### config.mk
export PLATFORM = sky130hd
export DESIGN_NAME = conv_encoder_flat
export DESIGN_NICKNAME = d
export VERILOG_FILES = /design/src/rtl/conv_encoder_if.sv /design/src/rtl/conv_encoder.sv /design/src/flat_wrapper.sv
export SDC_FILE = /design/constraint.sdc
export NUM_CORES = 1
export LEC_CHECK = 0
export CAP_MARGIN = 5
export CORE_MARGIN = 8
export CORE_UTILIZATION = 50
export CTS_BUF_LIST = sky130_fd_sc_hd__clkbuf_8
export DETAILED_ROUTE_END_ITERATION = 16
export PLACE_DENSITY = 0.78
export SLEW_MARGIN = 20
export SYNTH_ARGS = -nofsm -noshare
export SYNTH_HDL_FRONTEND = slang
export SYNTH_SLANG_ARGS = --single-unit
export TNS_END_PERCENT = 10
### constraint.sdc
create_clock -name clk -period 1.8 [get_ports clk]
set_input_delay 0.18 -clock clk [delete_from_list [all_inputs] [get_ports clk]]
set_output_delay 0.18 -clock clk [all_outputs]
set_load 0.05 [all_outputs]
### src/rtl/conv_encoder_if.sv
// conv_encoder_if: bit-in / symbol-out handshake bundle of the convolutional encoder.
interface conv_encoder_if;
    logic       valid_in;
    logic       ready_in;
    logic       data_in;
    logic       valid_out;
    logic       ready_out;
    logic [1:0] code_out;
    logic       sof;
    logic       eof;
    modport master (output valid_in, data_in, ready_out, input ready_in, valid_out, code_out, sof, eof);
    modport slave  (input valid_in, data_in, ready_out, output ready_in, valid_out, code_out, sof, eof);
endinterface

### src/rtl/conv_encoder.sv
// conv_encoder: rate-1/2 K=3 framed convolutional encoder with zero-tail termination,
// registered output slot with backpressure and a synchronous frame-abort refresh.
module conv_encoder #(
    parameter int         FRAME_LEN = 8,
    parameter int         CNT_W     = 4,
    parameter logic [2:0] G0        = 3'b111,
    parameter logic [2:0] G1        = 3'b101
) (
    input  logic                 clk,
    input  logic                 rst,
    input  logic                 refresh,
    conv_encoder_if.slave        b,
    output logic [1:0]           enc_state,
    output logic                 busy
);
    typedef enum logic [1:0] {IDLE, DATA, TAIL} state_t;
    state_t st, st_nx;
    logic [CNT_W-1:0] cnt, cnt_inc;
    logic tail2, slot, acc, tail_go, load, d;
    logic [2:0] w;
    always_comb begin
        slot       = !b.valid_out || b.ready_out;
        b.ready_in = (st != TAIL) && slot && !refresh;
        acc        = b.valid_in && b.ready_in;
        tail_go    = (st == TAIL) && slot && !refresh;
        load       = acc || tail_go;
        d          = (st == TAIL) ? 1'b0 : b.data_in;
        w          = {d, enc_state};
        cnt_inc    = cnt + 1'b1;
        st_nx      = st;
        if (acc)
            st_nx = (cnt_inc == CNT_W'(FRAME_LEN)) ? TAIL : DATA;
        else if (tail_go && tail2)
            st_nx = IDLE;
    end
    assign busy = (st != IDLE);
    always_ff @(posedge clk or posedge rst) begin
        if (rst)
            st <= IDLE;
        else
            st <= refresh ? IDLE : st_nx;
    end
    // tail2 marks that the first zero-tail symbol has been emitted
    always_ff @(posedge clk or posedge rst) begin
        if (rst) begin
            enc_state   <= 2'b00;
            cnt         <= '0;
            tail2       <= 1'b0;
            b.valid_out <= 1'b0;
            b.code_out  <= 2'b00;
            b.sof       <= 1'b0;
            b.eof       <= 1'b0;
        end else if (refresh) begin
            enc_state   <= 2'b00;
            cnt         <= '0;
            tail2       <= 1'b0;
            b.valid_out <= 1'b0;
            b.sof       <= 1'b0;
            b.eof       <= 1'b0;
        end else if (load) begin
            enc_state   <= {d, enc_state[1]};
            b.code_out  <= {^(w & G0), ^(w & G1)};
            b.valid_out <= 1'b1;
            b.sof       <= (st == IDLE);
            b.eof       <= tail_go && tail2;
            cnt         <= acc ? cnt_inc : (tail2 ? '0 : cnt);
            tail2       <= tail_go && !tail2;
        end else if (b.ready_out) begin
            b.valid_out <= 1'b0;
        end
    end
endmodule
### src/flat_wrapper.sv
// flat-port wrapper written by rule: the top's interface ports become plain ports
module conv_encoder_flat 
#(
    parameter int         FRAME_LEN = 8,
    parameter int         CNT_W     = 4,
    parameter logic [2:0] G0        = 3'b111,
    parameter logic [2:0] G1        = 3'b101
)
  (clk, rst, refresh, enc_state, busy, b_valid_in, b_data_in, b_ready_out, b_ready_in, b_valid_out, b_code_out, b_sof, b_eof);
  conv_encoder_if b_i ();
  input  logic clk;
  input  logic rst;
  input  logic refresh;
  output logic [1:0] enc_state;
  output logic busy;
  input wire logic [$bits(b_i.valid_in)-1:0] b_valid_in;
  input wire logic [$bits(b_i.data_in)-1:0] b_data_in;
  input wire logic [$bits(b_i.ready_out)-1:0] b_ready_out;
  output wire logic [$bits(b_i.ready_in)-1:0] b_ready_in;
  output wire logic [$bits(b_i.valid_out)-1:0] b_valid_out;
  output wire logic [$bits(b_i.code_out)-1:0] b_code_out;
  output wire logic [$bits(b_i.sof)-1:0] b_sof;
  output wire logic [$bits(b_i.eof)-1:0] b_eof;
  assign b_i.valid_in = b_valid_in;
  assign b_i.data_in = b_data_in;
  assign b_i.ready_out = b_ready_out;
  assign b_ready_in = b_i.ready_in;
  assign b_valid_out = b_i.valid_out;
  assign b_code_out = b_i.code_out;
  assign b_sof = b_i.sof;
  assign b_eof = b_i.eof;
  conv_encoder #(.FRAME_LEN(FRAME_LEN), .CNT_W(CNT_W), .G0(G0), .G1(G1)) u_core (.clk(clk), .rst(rst), .refresh(refresh), .b(b_i), .enc_state(enc_state), .busy(busy));
endmodule
==> results.toml <==
[routing]
firstDrtPassIters = 4
wl_mm = 1.53
post_drt_wl_per_cell_um = 15.6
antenna_left = 0
drt_iter0_drc = 19
drc = 0
vias = 566
viasPerCell = 5.78

[critical_path]
ff2ff_path_depth = 4
critPathCaptureType = "output pin"
worstReg2RegStart = "u_core.st[0]"
cp_cell_sequence = "clkdlybuf4s50_1"
path_class = "reg2out"
worstPathRequired_ps = 1620
crit_buf_inv = 1
max_stage_delay_ps = 830
crit_end = "enc_state[0]"
arrival_ps = 1480
crit_path_start = "u_core.enc_state[0]"
rr_endpoint = "u_core.cnt[0]"
critPathTopFamily = "buffers and inverters"
worst-r2r-setup-slack_ps = 280
worstSetupStartpointType = "flip-flop"
slowest_stage = "clkdlybuf4s50_1"
critPathMaxFanout = 4
cp_num_cells = 1

[clock_network]
cts_tree = "done"
holdBufCountCts = 0
cts_made_buffers = 3
clk_latency_ps = 240
cts_max_level = 1
cts_sinks = 14
cts_resized = 0
cts_root_buf = "clkbuf_8"
clockBufferDepth = 2
path_clk_slew_ps = 60
postCtsSetupBuffers = 0

[job]
max_cap_viol_count = 0

[sta]
fmax_mhz = 604
relSlewSlack = 0.661
fin_worst_skew_ps = 0.649
period_share = 0.920
setup_viol = 0
worst_slew_pin_slew_ps = 508
hold_violations = 0
rsz0062_at_grt = "false"
finalCriticalPeriod_ps = 1660
drv_slew = 0
fin_setup_tns_ps = 0

[final_layout]
fillers = 101
drive_above_1_share = 0.181
final_cells = 98
n_antenna_cell = 0
syn_to_final_growth_pct = 33.5
final_nets = 92

[floorplan]
die_w_um = 53.1
core-area_sq_mm = 0.00130
io_pins = 15
die_h_um = 53.1
fp-row-count = 13
fp.dieArea_sq_mm = 0.00282
start_util = 0.529

[place]
portBuffers = 14
hpwl_mm = 1.14
numPlacedInstances = 95
routabilityCongestion = 0.799

[global_route]
grt_overflow = 0
antenna_found_initial = 0
grt_pass1_wl_mm = 2.50
grt_max_degree = 15
grt_usage = 0.118
grt_pass1_vias = 566

[logic_synthesis]
syn_area_per_cell_sq_um = 10.8
yosysUniqueCellTypes = 30
synth_area_sq_um = 688
synthSimpleGateAreaFrac = 0.205
synth_nets = 71
synth_mux_area_frac = 0.0164
ys.warnings.count = 0
seq_area_frac_synth = 0.509
synth_top_family_by_area = "simple AND/OR/NAND/NOR gates"
ys_ff_latch = 14
syn_inst = 64
synth_compound_area_frac = 0.167
synth_xor_area_frac = 0.0600
synth_fa_ha_area_frac = 0.0182

[power_and_ir_drop]
leakage_nw = 0.434
peakVddDrop_uv = 549
cellPowerDensity_mw_per_mm2 = 883

[worst_hold_path]
hold_path.class = "in2async"

[outcome]
outcome = "finished, final reports clean"
## power by group
part / internal (mW) / switching (mW) / total, mW / leakage, nW
Combinational: 0.0782 / 0.120 / 0.198 / 0.226
Clock: 0.148 / 0.109 / 0.257 / 0.0216
Sequential: 0.338 / 0.0182 / 0.356 / 0.186
Total: 0.564 / 0.247 / 0.811 / 0.434
## logic make-up (layout without fill, tap and decap cells)
logic type,Yosys count,after routing
AND/OR/NAND/NOR,25,25
flip-flops,14,14
AO/OA/AOI/OAI,16,16
multiplexers,1,1
XOR/XNOR,3,3
buffers and inverters,4,23
adder cells (fa/ha/maj),1,1
## cells in the mapped netlist
master    count  share of area
a211o_1       2          0.025
a21oi_1       1         0.0073
a22o_1        2          0.025
a311oi_2      1          0.022
a31o_2        1          0.013
a32oi_1       1          0.013
and2b_1       1          0.011
and3_1        2          0.018
and4_4        1          0.016
buf_2         1         0.0073
dfrtp_1      14           0.51
ha_1          1          0.018
inv_1         2          0.011
inv_2         1         0.0054
mux2_1        1          0.016
nand2_1       4          0.022
nand2b_1      1         0.0091
nand2b_2      1          0.013
nand3_1       4          0.029
nand4_1       1         0.0091
nor2_1        3          0.016
nor2b_1       1         0.0091
nor3_1        3          0.022
nor3b_1       2          0.022
o211ai_1      1          0.011
o21ai_0       7          0.051
or2_2         1         0.0091
xnor2_1       1          0.013
xor2_1        1          0.013
xor3_1        1          0.035
## per-stage QoR
stage               area [sq um]  power, mW  utilization  hold slack [ps]  worst slack, ps
floorplan                    693      0.484            -             69.2              178
global placement             877      0.557        0.674              466              143
detailed placement           877      0.561        0.674              485             95.8
CTS                          918      0.811        0.706              288              129
global route                 918      0.838        0.706              345              109
finish                       918      0.811        0.706              263              144
## metal layers
metal / part of all wire / global-route usage / up-vias
met3: 0.078 / 0.0392 / 4
met2: 0.44 / 0.197 / 16
met4: 0.020 / 0.0462 / 0
li1: - / - / 273
met1: 0.46 / 0.134 / 273
met5: 0 / 0 / -
## worst min path at each step
stage                    startpoint              endpoint  slack, ps  depth (start not counted)
3_3_place_gp   u_core.b.code_out[1]  u_core.b.code_out[1]        470                          2
2_1_floorplan                   rst  u_core.b.code_out[0]         70                          1
4_1_cts                         rst   u_core.enc_state[1]        290                          2
6_report                        rst  u_core.b.code_out[0]        260                          2
5_1_grt                         rst          u_core.st[1]        340                          2
3_5_place_dp   u_core.b.code_out[0]  u_core.b.code_out[0]        490                          2
## flip-flops by register name, indices dropped and copies added, names as in the netlist
signal,cells
u_core.b.sof,1
u_core.st,2
u_core.enc_state,2
u_core.b.valid_out,1
u_core.cnt,4
u_core.tail2,1
u_core.b.code_out,2
u_core.b.eof,1
## cell type report
class / instances / area (sq um) / area share
multi-input combinational: 46 / 327 / 0.356
sequential: 14 / 350 / 0.381
inverter: 3 / 11.3 / 0.0123
clock buffer: 3 / 41.3 / 0.0450
timing repair buffer: 17 / 170 / 0.185
tap: 15 / 18.8 / 0.0204
## layout by cell type (no fill, tap or decap), types with 2 or more instances in the layout
| cell | count |
|---|---|
| o21ai_0 | 7 |
| clkdlybuf4s50_1 | 12 |
| nand3_1 | 4 |
| nor2_1 | 3 |
| nand2_1 | 4 |
| a22o_1 | 2 |
| clkbuf_8 | 3 |
| dfrtp_1 | 14 |
| nor3b_1 | 2 |
| and3_1 | 2 |
| nor3_1 | 2 |
| a211o_1 | 2 |
| inv_1 | 2 |
| buf_4 | 4 |
Note: power is estimated with default switching activity, not from simulation.
